==> src/rtl/pair_uart_tx_if.sv <==
// Pair-report handshake between the collision core and the UART transmitter.
// uart_start is a one-cycle strobe qualifying uart_tdata.
interface pair_uart_tx_if;
    logic        uart_start;
    logic [63:0] uart_tdata;

    modport master (
        output uart_start,
        output uart_tdata
    );

    modport slave (
        input uart_start,
        input uart_tdata
    );
endinterface

==> src/rtl/pair_uart_tx.sv <==
// Buffers 64-bit pair words in a FIFO and sends each as UART 8N1 bytes, LSB first.
// Optional macro PAIR_UART_FRAME_EN wraps each word as A5 + 8 data bytes + XOR checksum.
module pair_uart_tx #(
    parameter int CLK_DIV = 868,
    parameter int FIFO_AW = 3
) (
    input  logic          eclk,
    input  logic          rst,
    pair_uart_tx_if.slave up,
    output logic          uart_txd,
    output logic          busy,
    output logic          fifo_full,
    output logic [15:0]   drop_cnt
);
    localparam int DEPTH = 1 << FIFO_AW;
    localparam logic [15:0] BAUD_MAX = 16'(CLK_DIV - 1);
    localparam logic [FIFO_AW:0] PTR_ONE = (FIFO_AW + 1)'(1);
`ifdef PAIR_UART_FRAME_EN
    localparam logic [3:0] LAST_BYTE = 4'd9;
`else
    localparam logic [3:0] LAST_BYTE = 4'd7;
`endif

    localparam logic [1:0] S_IDLE  = 2'd0;
    localparam logic [1:0] S_START = 2'd1;
    localparam logic [1:0] S_DATA  = 2'd2;
    localparam logic [1:0] S_STOP  = 2'd3;

    logic [63:0]      mem_q [DEPTH];
    logic [FIFO_AW:0] wr_q, wr_d;
    logic [FIFO_AW:0] rd_q, rd_d;
    logic [63:0]      head;
    logic             empty, full;
    logic             push, pop, drop;
    logic             bit_end, last_byte, shift_en;

    logic [1:0]       state_q, state_d;
    logic [15:0]      baud_q, baud_d;
    logic [2:0]       bit_q, bit_d;
    logic [3:0]       byte_q, byte_d;
    logic [63:0]      sh_q, sh_d;
    logic [7:0]       cur_byte;
    logic             txd_q, txd_d;
    logic             busy_q, busy_d;
    logic [15:0]      drop_q, drop_d;

    assign empty = (wr_q == rd_q);
    assign full  = (wr_q[FIFO_AW] != rd_q[FIFO_AW]) &&
                   (wr_q[FIFO_AW-1:0] == rd_q[FIFO_AW-1:0]);
    assign head  = mem_q[rd_q[FIFO_AW-1:0]];

    assign bit_end   = (baud_q == BAUD_MAX);
    assign last_byte = (byte_q == LAST_BYTE);

    // Pop from IDLE, or straight out of the final stop bit so words run back-to-back.
    assign pop  = !empty && ((state_q == S_IDLE) ||
                  ((state_q == S_STOP) && bit_end && last_byte));
    assign push = up.uart_start && (!full || pop);
    assign drop = up.uart_start && !push;

    assign wr_d = push ? wr_q + PTR_ONE : wr_q;
    assign rd_d = pop ? rd_q + PTR_ONE : rd_q;

`ifdef PAIR_UART_FRAME_EN
    logic [7:0] csum_q, csum_d;

    assign csum_d = pop ? (head[7:0]   ^ head[15:8]  ^ head[23:16] ^ head[31:24] ^
                           head[39:32] ^ head[47:40] ^ head[55:48] ^ head[63:56])
                        : csum_q;
    assign shift_en = (byte_q != 4'd0);

    // Select the sync byte, a data byte or the checksum for the current slot.
    always_comb begin
        cur_byte = sh_q[7:0];
        if (byte_q == 4'd0) begin
            cur_byte = 8'hA5;
        end else if (byte_q == LAST_BYTE) begin
            cur_byte = csum_q;
        end
    end

    // Checksum of the word currently being framed.
    always_ff @(posedge eclk) begin
        if (rst) begin
            csum_q <= 8'h00;
        end else begin
            csum_q <= csum_d;
        end
    end
`else
    assign shift_en = 1'b1;
    assign cur_byte = sh_q[7:0];
`endif

    // FIFO storage; pointers alone define validity, so no reset is needed.
    always_ff @(posedge eclk) begin
        if (push) begin
            mem_q[wr_q[FIFO_AW-1:0]] <= up.uart_tdata;
        end
    end

    // Transmit FSM next-state, baud/bit/byte counters and shift register.
    always_comb begin
        state_d = state_q;
        baud_d  = bit_end ? 16'd0 : baud_q + 16'd1;
        bit_d   = bit_q;
        byte_d  = byte_q;
        sh_d    = sh_q;
        unique case (state_q)
            S_IDLE: begin
                baud_d = 16'd0;
                if (pop) begin
                    state_d = S_START;
                    byte_d  = 4'd0;
                    sh_d    = head;
                end
            end
            S_START: begin
                if (bit_end) begin
                    state_d = S_DATA;
                    bit_d   = 3'd0;
                end
            end
            S_DATA: begin
                if (bit_end) begin
                    bit_d = bit_q + 3'd1;
                    if (bit_q == 3'd7) begin
                        state_d = S_STOP;
                    end
                end
            end
            S_STOP: begin
                if (bit_end) begin
                    if (!last_byte) begin
                        state_d = S_START;
                        byte_d  = byte_q + 4'd1;
                        if (shift_en) begin
                            sh_d = {8'h00, sh_q[63:8]};
                        end
                    end else if (pop) begin
                        state_d = S_START;
                        byte_d  = 4'd0;
                        sh_d    = head;
                    end else begin
                        state_d = S_IDLE;
                    end
                end
            end
            default: begin
                state_d = S_IDLE;
            end
        endcase
    end

    // Registered line level and status, one cycle behind the FSM state.
    always_comb begin
        txd_d = 1'b1;
        unique case (state_q)
            S_IDLE:  txd_d = 1'b1;
            S_START: txd_d = 1'b0;
            S_DATA:  txd_d = cur_byte[bit_q];
            S_STOP:  txd_d = 1'b1;
            default: txd_d = 1'b1;
        endcase
        busy_d = (state_q != S_IDLE) || !empty;
        drop_d = (drop && (drop_q != 16'hFFFF)) ? drop_q + 16'd1 : drop_q;
    end

    // State update with synchronous reset aborting any frame in flight.
    always_ff @(posedge eclk) begin
        if (rst) begin
            wr_q    <= '0;
            rd_q    <= '0;
            state_q <= S_IDLE;
            baud_q  <= 16'd0;
            bit_q   <= 3'd0;
            byte_q  <= 4'd0;
            sh_q    <= 64'd0;
            txd_q   <= 1'b1;
            busy_q  <= 1'b0;
            drop_q  <= 16'd0;
        end else begin
            wr_q    <= wr_d;
            rd_q    <= rd_d;
            state_q <= state_d;
            baud_q  <= baud_d;
            bit_q   <= bit_d;
            byte_q  <= byte_d;
            sh_q    <= sh_d;
            txd_q   <= txd_d;
            busy_q  <= busy_d;
            drop_q  <= drop_d;
        end
    end

    assign uart_txd  = txd_q;
    assign busy      = busy_q;
    assign fifo_full = full;
    assign drop_cnt  = drop_q;
endmodule

==> src/flat_wrapper.sv <==
// flat-port wrapper written by rule: the top's interface ports become plain ports
module pair_uart_tx_flat 
#(
    parameter int CLK_DIV = 868,
    parameter int FIFO_AW = 3
)
  (eclk, rst, uart_txd, busy, fifo_full, drop_cnt, up_uart_start, up_uart_tdata);
  pair_uart_tx_if up_i ();
  input  logic eclk;
  input  logic rst;
  output logic uart_txd;
  output logic busy;
  output logic fifo_full;
  output logic [15:0] drop_cnt;
  input wire logic [$bits(up_i.uart_start)-1:0] up_uart_start;
  input wire logic [$bits(up_i.uart_tdata)-1:0] up_uart_tdata;
  assign up_i.uart_start = up_uart_start;
  assign up_i.uart_tdata = up_uart_tdata;
  pair_uart_tx #(.CLK_DIV(CLK_DIV), .FIFO_AW(FIFO_AW)) u_core (.eclk(eclk), .rst(rst), .up(up_i), .uart_txd(uart_txd), .busy(busy), .fifo_full(fifo_full), .drop_cnt(drop_cnt));
endmodule
==> config.mk <==
export PLATFORM = sky130hd
export DESIGN_NAME = pair_uart_tx_flat
export DESIGN_NICKNAME = d
export VERILOG_FILES = /design/src/rtl/pair_uart_tx_if.sv /design/src/rtl/pair_uart_tx.sv /design/src/flat_wrapper.sv
export SDC_FILE = /design/constraint.sdc
export NUM_CORES = 1
export LEC_CHECK = 0
export CAP_MARGIN = 5
export CORE_MARGIN = 2
export CORE_UTILIZATION = 30
export CTS_CLUSTER_DIAMETER = 150
export DETAILED_ROUTE_END_ITERATION = 7
export MAX_ROUTING_LAYER = met4
export PLACE_DENSITY = 0.55
export SLEW_MARGIN = 25
export SYNTH_ARGS = -nofsm -noshare
export SYNTH_HDL_FRONTEND = slang
export SYNTH_SLANG_ARGS = --single-unit
==> constraint.sdc <==
create_clock -name eclk -period 10.3 [get_ports eclk]
set_input_delay 3.09 -clock eclk [delete_from_list [all_inputs] [get_ports eclk]]
set_output_delay 3.09 -clock eclk [all_outputs]
set_load 0.01 [all_outputs]
# Word-level counts from Yosys, hierarchy flattened

Memory sizes are Yosys's and may differ from the RTL's. A register that Yosys moved wholly into a read port is not among the register bits.
Cells that the tools add are included.

$add $sub $neg: 6
Multipliers: 0
Div/mod/pow operators: 0
Magnitude comparators: 1
Eq/ne operators: 15
Shift operators: 0
Mux-type cells: 26
Bitwise operators: 0
Reductions and logical operators: 22

Operators with widths:

| operator                                                                      | number |
|---|---|
| 64-bit two-way mux                                                            | 3 |
| 64-bit case mux with 2 select lines                                           | 1 |
| 16-bit by 1-bit adder with 16-bit output (second input constant)              | 2 |
| 16-bit by 10-bit == test with 1-bit output (second input constant)            | 1 |
| 16-bit inequality test (second input constant)                                | 1 |
| 4-bit by 1-bit adder with 4-bit output (second input constant)                | 3 |
| 2-bit two-way mux                                                             | 6 |
| 3-bit two-way mux                                                             | 4 |
| 4-bit two-way mux                                                             | 3 |
| 2-bit by 1-bit inequality test with 1-bit output (second input constant)      | 5 |
| 2-bit case mux with 4 select lines                                            | 1 |
| 4-bit case mux with 2 select lines                                            | 1 |
| 1-bit logical AND                                                             | 7 |
| 3-bit case mux with 2 select lines                                            | 1 |
| 2-bit nonzero test                                                            | 3 |
| 5-bit AND reduction                                                           | 1 |
| 2-bit == test (second input constant)                                         | 2 |
| 4-bit by 3-bit == test with 1-bit output (second input constant)              | 1 |
| 4-bit == test                                                                 | 1 |
| 3-bit by 4-bit less-than comparator with 1-bit output (second input constant) | 1 |
| 1-bit two-way mux                                                             | 4 |
| 3-bit by 1-bit adder with 3-bit output (second input constant)                | 1 |
| 1-bit binary-select mux with 3-bit select                                     | 1 |
| 3-bit == test                                                                 | 1 |
| 11 further kinds                                                              | 15 |

Register bits after elaboration: 115
Bits in latches: 0
RAM bits: 512
Bits in read-only memories: 0
Bits of input ports: 67
Output and inout port bits: 19
Word-level logic and storage cells: 81
Memories: 1

Memories:

| memory       | depth | bits a word | rd ports | clocked after Yosys merged registers in | write ports | line               | source |
|---|---|---|---|---|---|---|---|
| u_core.mem_q | 8     | 64          | 1        | 1                                       | 1           | pair_uart_tx.sv:29 | `logic [63:0] mem_q [DEPTH];` |

# Longest topological paths before layout

Gate-level depths: netlist (run 1).

Depth in word-level cells: 10
Depth in mapped cells: 9
Depth with buffers taken out: 6

# Worst setup path after synthesis (run 1)

Ideal clock, no wire load.

Path kind: input -> register
Start point: in up_uart_start
End point: mem u_core.mem_q[0][0], enable pin
Setup time: 0.644 ns
Arrival: 9.320 ns
Required time: 9.656 ns
Path slack: 0.336 ns
Stages: 3
Path buffers: 1
Cells stage by stage: nand2b_4 > buf_6 > nor4_1

Word-level cells in the longest chain between the ends: 3

Ends and longest elaborated chain:

| element                                 | line               | source |
|---|---|---|
| from (decl)                             | flat_wrapper.sv:15 | `input wire logic [$bits(up_i.uart_start)-1:0] up_uart_start;` |
| 1-bit logical AND                       | pair_uart_tx.sv:58 | `assign push = up.uart_start && (!full \|\| pop);` |
| 1-bit two-way mux                       | pair_uart_tx.sv:97 | `if (push) begin` |
| 1-bit two-way mux (implied by the code) | pair_uart_tx.sv:98 | `mem_q[wr_q[FIFO_AW-1:0]] <= up.uart_tdata;` |
| to (decl)                               | pair_uart_tx.sv:29 |  |

No other way between the ends.

# Final worst setup path (run 1)

Start point: reg u_core.wr_q[1]
End point: out fifo_full

Word-level cells in the longest chain between the ends: 2

Ends and longest elaborated chain:

| element                | line                | source |
|---|---|---|
| from (decl)            | pair_uart_tx.sv:30  | `logic [FIFO_AW:0] wr_q, wr_d;` |
| from (signal assigned) | pair_uart_tx.sv:183 | `wr_q <= wr_d;` |
| 3-bit == test          | pair_uart_tx.sv:49  | `(wr_q[FIFO_AW-1:0] == rd_q[FIFO_AW-1:0]);` |
| 1-bit logical AND      | pair_uart_tx.sv:48  | `assign full = (wr_q[FIFO_AW] != rd_q[FIFO_AW]) &&` |
| to (decl)              | flat_wrapper.sv:13  | `output logic fifo_full;` |

No other way between the ends.

==> qor.yml, run 1 <==
status:
  status: "finished, final reports clean"
synth:
  synth_nets: 1419
  synth.cell_area_sq_um: 24600
  synth_simple_gate_area_frac: 0.0331
  synth_compound_area_frac: 0.0665
  synth-seq-area-share: 0.721
  ys_warn_count: 0
  synth_xor_area_frac: 0.00606
  syn_avg_cell_area_sq_um: 18.3
  synth_top_family_by_area: "multiplexers"
  synthAdderAreaFrac: 0.00560
  ys_ff_latch: 630
  synth_edf_count: 512
  synth_cell_types: 61
  synth_cells: 1341
  synthFlopType: "edfxtp_1"
  synthMuxAreaShare: 0.150
  async_reset_ff_frac: 0
final_layout:
  fin_cells: 2550
  drive_gt1_frac: 0.202
  final_area_sq_um: 29000
  nNetsFinal: 1514
  syn2layout_area_growth_pct: 18.1
drt:
  via_count: 12700
  first_iter_violations: 947
  wl_per_cell_um: 20.8
  drt-total-wl_mm: 53.1
  viasPerCell: 4.96
  drc: 0
  postRouteAntennaNets: 0
  dr.pass1.iters: 5
clock_tree:
  cts_resized: 0
  cts_setup_buffers: 0
  cts.sink_count: 630
  clkTransAtPathRegs_ns: 0.05
  cts_inserted_buffers: 68
  clk_latency_ns: 0.63
  cts_hold_buffers: 0
  cts_tree: "yes"
  cts.path.max_buffers: 3
  root_buffer: "clkbuf_16"
  htree_levels: 3
setup_path:
  endpoint_kind: "primary output"
  cp.arrival_ns: 2.43
  r2r-start: "u_core.baud_q[2]$_SDFF_PP0_"
  cp_cell_sequence: "xnor2_1 -> and4b_1 -> clkdlybuf4s50_1"
  critical_path_class: "register to primary output"
  cp-endpoint: "fifo_full"
  critPathLaunch: "u_core.wr_q[1]$_SDFFE_PP0P_"
  crit_fanout: 11
  startpoint_type: "register"
  cp_slowest_cell: "dfxtp_1"
  cp.required_ns: 7.21
  reg2reg_to: "u_core.mem_q[2][55]$_DFFE_PP_"
  rrSetupSlack_ns: 5.97
  reg2regPathDepth: 8
  worst_path_largest_cell_delay_ns: 0.69
timing:
  fin_crit_sh: 0.536
  fmax_mhz: 181
  fin_hold_ws_ns: 0.459
  period_minus_slack_ns: 5.52
  skew_ns: 0.0480
  setup_violations: 0
  finalHoldViolations: 0
  tightest_slew_ns: 0.922
  rsz0062_at_grt: "false"
  max_slew_margin: 0.385
  slew_viol_final: 0
  tns_ns: 0
hold_path:
  hold_start: "u_core.baud_q[0]$_SDFF_PP0_"
  min_path_type: "register to register"
  hold_depth: 1
pwr:
  ir_drop_uv: 158
  powerDensity_nw_per_um2: 239
  p_total_mw: 6.92
  p_leak_nw: 8.76
global_route:
  antenna_found_initial: 2
  grt_usage: 0.130
  grt_max_degree: 65
  grt_pass1_vias: 13200
  grt_pass1_wl_mm: 81.3
  grt_overflow_total: 0
floorplanning:
  rows: 104
  dieWidth_um: 290
  die_h_um: 290
  start_util: 0.304
  num_io_pins: 86
  core_area_sq_um: 80800
  fp.dieArea_sq_um: 84300
placement:
  placedInstanceArea_sq_um: 26700
  io_buffers: 85
  place_inst: 2426
  post-dp-hpwl_mm: 29.6
  gp_routability_congestion: 0.754
flow_run:
  maxCapViolCount: 0
## area by class of cell
cell class,count,area [sq um]
flip-flops and latches,630,17700
clock inverters,40,508
diodes,2,5.00
inverters,14,52.6
repair buffers,113,1060
well taps,1060,1330
multi-input cells,609,6520
clock buffers,82,1800
fillers,7508,51800
## cell usage in the layout, fill, tap and decap left out, drive strengths merged, types with 9 or more instances in the layout
master,count
clkdlybuf4s50,85
dfxtp,118
inv,16
buf,28
a211oi,57
o31ai,69
nand3,13
nor2,31
o21ai,9
mux2i,65
bufinv,9
clkbuf,82
xnor2,9
edfxtp,512
nand2,19
clkinv,26
mux4,130
ha,11
a21oi,83
mux2,9
nand4,10
or4,14
## cells by family (layout without fill, tap and decap cells)
kind of cell / count (synthesis) / in the layout
compound gates: 240 / 240
xor+xnor: 17 / 17
fa+ha+maj: 11 / 11
buf+inv: 102 / 249
flops: 630 / 630
mux: 204 / 204
other cells: 0 / 2
simple gates: 137 / 137
## how the worst min path moves through the flow
| stage | slack, ns | to |
|---|---|---|
| final | 0.46 | u_core.baud_q[0]$_SDFF_PP0_ |
| after floorplan | 0.43 | u_core.baud_q[0]$_SDFF_PP0_ |
| after global placement | 0.44 | u_core.baud_q[0]$_SDFF_PP0_ |
| after CTS | 0.47 | u_core.sh_q[60]$_SDFFE_PP0P_ |
| after detailed placement | 0.45 | u_core.sh_q[60]$_SDFFE_PP0P_ |
| after global routing | 0.49 | u_core.baud_q[0]$_SDFF_PP0_ |
## synth_stat cells, drive strengths merged, types with 9 or more instances
cell type  count  area, sq um
edfxtp       512        15400
mux4         130         2930
dfxtp        118         2360
a21oi         83          419
o31ai         69          518
mux2i         65          651
a211oi        57          428
clkbuf        51          191
buf           37          183
nor2          31          116
nand2         19         71.3
inv           14         52.6
or4           14          105
nand3         13         65.1
ha            11          138
nand4         10         62.6
mux2           9          105
o21ai          9         60.1
xnor2          9         78.8
## layer usage
| metal | global-route usage | part of all wire |
|---|---|---|
| met1 | 0.170 | 0.45 |
| met2 | 0.205 | 0.48 |
| met3 | 0.0258 | 0.046 |
| met4 | 0.0377 | 0.022 |
| met5 | - | 0 |
## worst max-delay path: cells and delay by family (launching register included)
kind / cells / cell delay (ns)
xor+xnor: 1 / 0.22
flops: 1 / 0.69
buf+inv: 1 / 0.58
simple gates: 1 / 0.35
## registers in the layout (all words and copies together) (netlist names), named ones only
register / flops
u_core.mem_q: 512
u_core.sh_q: 64
u_core.baud_q: 16
u_core.drop_cnt: 16
u_core.byte_q: 4
u_core.rd_q: 4
u_core.wr_q: 4
u_core.bit_q: 3
u_core.state_q: 2
u_core.busy: 1
u_core.uart_txd: 1
## report_power, final
group          switching [mW]  internal, mW  leakage (nW)  total [mW]
Combinational           0.735         0.590          2.01        1.33
Sequential              0.162          2.94          5.62        3.11
Clock                    1.01          1.49          1.13        2.49
## through the flow
| step | util | setup slack (ns) |
|---|---|---|
| floorplan | - | 0.336 |
| global placement | 0.330 | 4.51 |
| detailed placement | 0.330 | 4.49 |
| CTS | 0.359 | 4.74 |
| global route | 0.359 | 4.62 |
| finish | 0.359 | 4.78 |
(Power assumes the default switching activity.)
==> run 2: changes to the inputs <==
==> constraint.sdc (replaced) <==
create_clock -name eclk -period 4.8 [get_ports eclk]
set_input_delay 1.44 -clock eclk [delete_from_list [all_inputs] [get_ports eclk]]
set_output_delay 1.44 -clock eclk [all_outputs]
set_load 0.01 [all_outputs]
==> run 2 against run 1 <==
Wire length barely moved. Sequential share of layout area fell by 0.084 points. Via count barely moved. Sequential power rose by 110%. Combinational power rose by 120%. Clock power rose by 100%. Cell area rose by 0.14%. Setup slack got worse by 4.0 ns. Sequential cell count did not move. Cell count rose by 0.55%. Worst hold slack improved by 0.011 ns. Die area did not move.
==> qor.yml, run 2 (synthesized netlist as in run 1, its figures left out) <==
drt:
  dr.pass1.iters: 5
  postRouteAntennaNets: 0
  wl_per_cell_um: 20.7
  viasPerCell: 4.94
  via_count: 12700
  drt-total-wl_mm: 53.2
  drc: 0
  first_iter_violations: 986
placement:
  post-dp-hpwl_mm: 30.7
  placedInstanceArea_sq_um: 26900
  gp_routability_congestion: 0.762
  io_buffers: 85
  place_inst: 2431
clock_tree:
  cts.sink_count: 630
  cts_inserted_buffers: 70
  cts_hold_buffers: 0
  clk_latency_ns: 0.60
  root_buffer: "clkbuf_16"
  cts_setup_buffers: 0
  htree_levels: 3
  cts.path.max_buffers: 3
  clkTransAtPathRegs_ns: 0.06
  cts_resized: 0
  cts_tree: "yes"
global_route:
  antenna_found_initial: 7
  top_usage_layer: "met2"
  grt_max_degree: 65
  grt_usage: 0.129
  grt_pass1_vias: 13100
  met3_usage: 0.0275
  grt_overflow_total: 0
  grt_pass1_wl_mm: 81.2
  use_met1: 0.167
  gr-usage-met2: 0.206
pwr:
  switching_share: 0.274
  p_leak_nw: 8.76
  power.share.clock: 0.345
  switching_power_mw: 4.01
  p_total_mw: 14.6
  p_comb_frac: 0.199
  seqPwrFrac: 0.456
  power.internal_mw: 10.6
  powerDensity_nw_per_um2: 503
  ir_drop_uv: 247
floorplanning:
  dieWidth_um: 290
  rows: 104
  num_io_pins: 86
  core_area_sq_um: 80800
  start_util: 0.304
  fp.dieArea_sq_um: 84300
  die_h_um: 290
final_layout:
  largest_reg_flops: 512
  fin_cells: 2564
  syn2layout_area_growth_pct: 18.2
  layout.cells.most_common_list: "512 x edfxtp_1, 130 x mux4_2, 115 x dfxtp_1, 85 x clkdlybuf4s50_1, 81 x a21oi_1"
  drive_gt1_frac: 0.199
  final_common_cell: "edfxtp_1"
  nNetsFinal: 1521
  post-route-util: 0.360
  final_area_sq_um: 29100
setup_path:
  cp.required_ns: 3.36
  rrSetupSlack_ns: 1.23
  critical_path_class: "register to primary output"
  reg2regPathDepth: 7
  cp_slowest_cell: "dfxtp_1"
  cp_cell_sequence: "xnor2_1 -> and4b_1 -> clkdlybuf4s50_1"
  r2r-start: "u_core.baud_q[2]$_SDFF_PP0_"
  reg2reg_to: "u_core.sh_q[49]$_SDFFE_PP0P_"
  cp.arrival_ns: 2.54
  path_buf_inv: 1
  worst-path-stages: 3
  worst_path_largest_cell_delay_ns: 0.73
  crit_fanout: 11
  crit_family: "flip-flops"
  endpoint_kind: "primary output"
  startpoint_type: "register"
timing:
  fin_hold_ws_ns: 0.470
  fin_crit_sh: 0.829
  max_slew_margin: 0.394
  slew_viol_final: 0
  skew_ns: 0.0218
  setup_violations: 0
  finalHoldViolations: 0
  tightest_slew_ns: 0.906
  rsz0062_at_grt: "false"
  period_minus_slack_ns: 3.98
  fmax_mhz: 251
status:
  status: "finished, final reports clean"
hold_path:
  min_path_type: "register to register"
  hold_start: "u_core.baud_q[0]$_SDFF_PP0_"
  whs_endpoint: "u_core.baud_q[0]$_SDFF_PP0_"
  hold_depth: 1
flow_run:
  maxCapViolCount: 0
==> run 2: changes by cell type in the layout (fill, tap and decap cells not counted), sizes merged <==
cell      delta
inv          +1
diode        +5
clkinvlp     -1
clkinv       +5
clkbuf       +5
bufinv       -6
buf          +5
==> run 2: worst max path at each step <==
stage / start / end / slack, ns
after floorplan: u_core.baud_q[3]$_SDFF_PP0_ / u_core.mem_q[1][0]$_DFFE_PP_ / -1.30
after global placement: up_uart_start / u_core.mem_q[2][35]$_DFFE_PP_ / 1.06
after detailed placement: up_uart_start / u_core.mem_q[3][34]$_DFFE_PP_ / 1.04
after CTS: u_core.wr_q[0]$_SDFFE_PP0P_ / fifo_full / 0.76
after global routing: u_core.wr_q[0]$_SDFFE_PP0P_ / fifo_full / 0.67
final: u_core.wr_q[0]$_SDFFE_PP0P_ / fifo_full / 0.82
==> run 2: power by group through the flow <==
stage               logic (mW)  clock network, mW  registers [mW]
finish                    2.91               5.05            6.66
global route              3.19               5.41            6.72
CTS                       2.97               5.20            6.67
detailed placement        2.96                  0            6.78
global placement          2.92                  0            6.77
floorplan                 2.26                  0            6.56
==> run 2: cell type report <==
type / count / area, sq um
flip-flops and latches: 630 / 17700
inverters: 14 / 52.6
well taps: 1060 / 1330
diodes: 7 / 17.5
clock buffers: 87 / 1890
multi-input cells: 609 / 6540
fillers: 7436 / 51700
clock inverters: 39 / 284
repair buffers: 118 / 1210
==> run 2: worst reg2reg max path, stage by stage (launching register included) <==
cell and delay (ns):
dfxtp_1 0.35, or4_1 0.62, or4_2 0.69, buf_4 0.35
o21ai_4 0.81, buf_12 0.30, a21oi_1 0.10, a211oi_1 0.26
==> run 2: layer usage <==
metal,routed length [um],part of all wire
met1,23900,0.45
met3,2590,0.049
met4,853,0.016
met2,25800,0.49
met5,0,0
==> run 2: stage by stage <==
stage	setup TNS [ns]	setup slack (ns)
after floorplan	-276.79	-1.30
after global placement	0	1.06
after detailed placement	0	1.04
after CTS	0	0.761
after global routing	0	0.669
final	0	0.822
==> run 3: changes to the inputs <==
==> constraint.sdc (replaced) <==
create_clock -name eclk -period 3.25 [get_ports eclk]
set_input_delay 0.975 -clock eclk [delete_from_list [all_inputs] [get_ports eclk]]
set_output_delay 0.975 -clock eclk [all_outputs]
set_load 0.01 [all_outputs]
==> run 3 against run 2 <==
Register-to-register slack worse by 1.1 ns. Via count up 1.0%. Utilization up 0.25 points. Non-clock buffer count up 11. First-iteration DRC count down 19%. Critical path depth unchanged. Combinational power up 57%. Cell count up 0.16%. Sequential share of layout area down 0.41 points.
==> qor.yml, run 3 (synthesized netlist as in run 1, its figures left out) <==
status:
  status: "finished, final reports clean"
floorplanning:
  start_util: 0.304
  die_h_um: 290
  rows: 104
  dieWidth_um: 290
  core_area_sq_um: 80800
  fp.dieArea_sq_um: 84300
  num_io_pins: 86
setup_path:
  worst-path-stages: 3
  cp_slowest_cell: "clkdlybuf4s50_1"
  cp-endpoint: "fifo_full"
  crit_fanout: 5
  endpoint_kind: "primary output"
  cp_cell_sequence: "xnor2_1 -> and4b_1 -> clkdlybuf4s50_1"
  crit_family: "buffers and inverters"
  cp.arrival_ns: 2.13
  path_buf_inv: 1
  r2r-start: "u_core.baud_q[4]$_SDFF_PP0_"
  worst_path_largest_cell_delay_ns: 0.59
  critical_path_class: "register to primary output"
  startpoint_type: "register"
  reg2reg_to: "u_core.mem_q[4][3]$_DFFE_PP_"
  cp.required_ns: 2.27
  reg2regPathDepth: 6
  critPathLaunch: "u_core.rd_q[0]$_SDFFE_PP0P_"
  rrSetupSlack_ns: 0.14
pwr:
  power.share.clock: 0.341
  p_comb_frac: 0.211
  seqPwrFrac: 0.448
  switching_share: 0.273
  power.internal_mw: 15.7
  p_leak_nw: 8.83
  powerDensity_nw_per_um2: 740
  switching_power_mw: 5.92
  ir_drop_uv: 572
placement:
  gp_routability_congestion: 0.769
  post-dp-hpwl_mm: 32.3
  placedInstanceArea_sq_um: 27100
  place_inst: 2442
  detailedPlace.worstSlack_ns: 0.135
  io_buffers: 85
clock_tree:
  cts.sink_count: 630
  clk_latency_ns: 0.61
  cts_inserted_buffers: 69
  cts_resized: 0
  htree_levels: 3
  clkTransAtPathRegs_ns: 0.05
  cts_tree: "yes"
  root_buffer: "clkbuf_16"
  cts_setup_buffers: 0
  cts_hold_buffers: 0
  cts.path.max_buffers: 3
global_route:
  grt_pass1_wl_mm: 82.8
  antenna_found_initial: 2
  grt_pass1_vias: 13200
  grt_max_degree: 65
  grt_overflow_total: 0
  grt_usage: 0.132
final_layout:
  post-route-util: 0.362
  fin_cells: 2568
  largest_reg_flops: 512
  fill_cells: 7432
  nNetsFinal: 1531
  drive_gt1_frac: 0.200
  final_area_sq_um: 29300
  layout.cells.most_common_list: "512 x edfxtp_1, 130 x mux4_2, 113 x dfxtp_1, 85 x clkdlybuf4s50_1, 81 x a21oi_1"
  syn2layout_area_growth_pct: 19.1
  final_common_cell: "edfxtp_1"
drt:
  drc: 0
  wl_per_cell_um: 21.2
  drt-total-wl_mm: 54.4
  first_iter_violations: 796
  dr.pass1.iters: 7
  via_count: 12800
  postRouteAntennaNets: 0
  viasPerCell: 4.98
timing:
  setup_violations: 0
  fin_crit_sh: 0.956
  rsz0062_at_grt: "false"
  slew_viol_final: 0
  setup_slack_ns: 0.141
  period_minus_slack_ns: 3.11
  skew_ns: 0.0251
  fmax_mhz: 322
  tightest_slew_ns: 0.905
  tns_ns: 0
  max_slew_margin: 0.395
  finalHoldViolations: 0
flow_run:
  maxCapViolCount: 0
hold_path:
  min_path_type: "register to register"
==> run 3: layout make-up <==
type                            instances  area, sq um  area share
Timing Repair Buffer                  129         1460      0.0498
Inverter                               14         52.6     0.00180
Multi-Input combinational cell        609         6540       0.223
Antenna cell                            1         2.50   0.0000855
Sequential cell                       630        17800       0.606
Tap cell                             1060         1330      0.0453
Clock buffer                           96         1900      0.0649
Clock inverter                         29          241     0.00825
==> run 3: how the worst min path moves through the flow <==
stage | startpoint | end | slack [ns] | depth (start not counted)
floorplan | u_core.baud_q[0]$_SDFF_PP0_ | u_core.baud_q[0]$_SDFF_PP0_ | 0.43 | 1
global placement | u_core.baud_q[0]$_SDFF_PP0_ | u_core.baud_q[0]$_SDFF_PP0_ | 0.45 | 1
detailed placement | u_core.baud_q[0]$_SDFF_PP0_ | u_core.baud_q[0]$_SDFF_PP0_ | 0.45 | 1
CTS | u_core.baud_q[0]$_SDFF_PP0_ | u_core.baud_q[0]$_SDFF_PP0_ | 0.46 | 1
global route | u_core.sh_q[56]$_SDFFE_PP0P_ | u_core.sh_q[56]$_SDFFE_PP0P_ | 0.49 | 1
finish | u_core.baud_q[0]$_SDFF_PP0_ | u_core.baud_q[0]$_SDFF_PP0_ | 0.45 | 1
==> run 3: worst register-to-register path: cells and delay by family (launching register included) <==
kind	cells	cell delay (ns)
simple gates	4	1.75
flops	1	0.34
compound gates	1	0.27
buf+inv	1	0.39
==> run 3: power by group through the flow <==
stage	sequential [mW]	combinational [mW]	clock, mW
finish	9.70	4.57	7.40
global route	9.74	5.01	7.91
CTS	9.69	4.69	7.61
detailed placement	9.85	4.68	0
global placement	9.84	4.62	0
floorplan	9.68	3.35	0
==> run 3: metrics by stage <==
stage               hold WS, ns  power (mW)
floorplan                 0.426        13.0
global placement          0.446        14.5
detailed placement        0.447        14.5
CTS                       0.460        22.0
global route              0.487        22.7
finish                    0.453        21.7
==> run 3: per-layer routing <==
metal / GRT usage / routed length [um] / vias to the layer above / share of wire
met2: 0.216 / 27100 / 271 / 0.50
li1: - / - / 5758 / -
met1: 0.170 / 24000 / 6682 / 0.44
met3: 0.0219 / 2320 / 88 / 0.043
met5: - / 0 / - / 0
met4: 0.0382 / 993 / 0 / 0.018
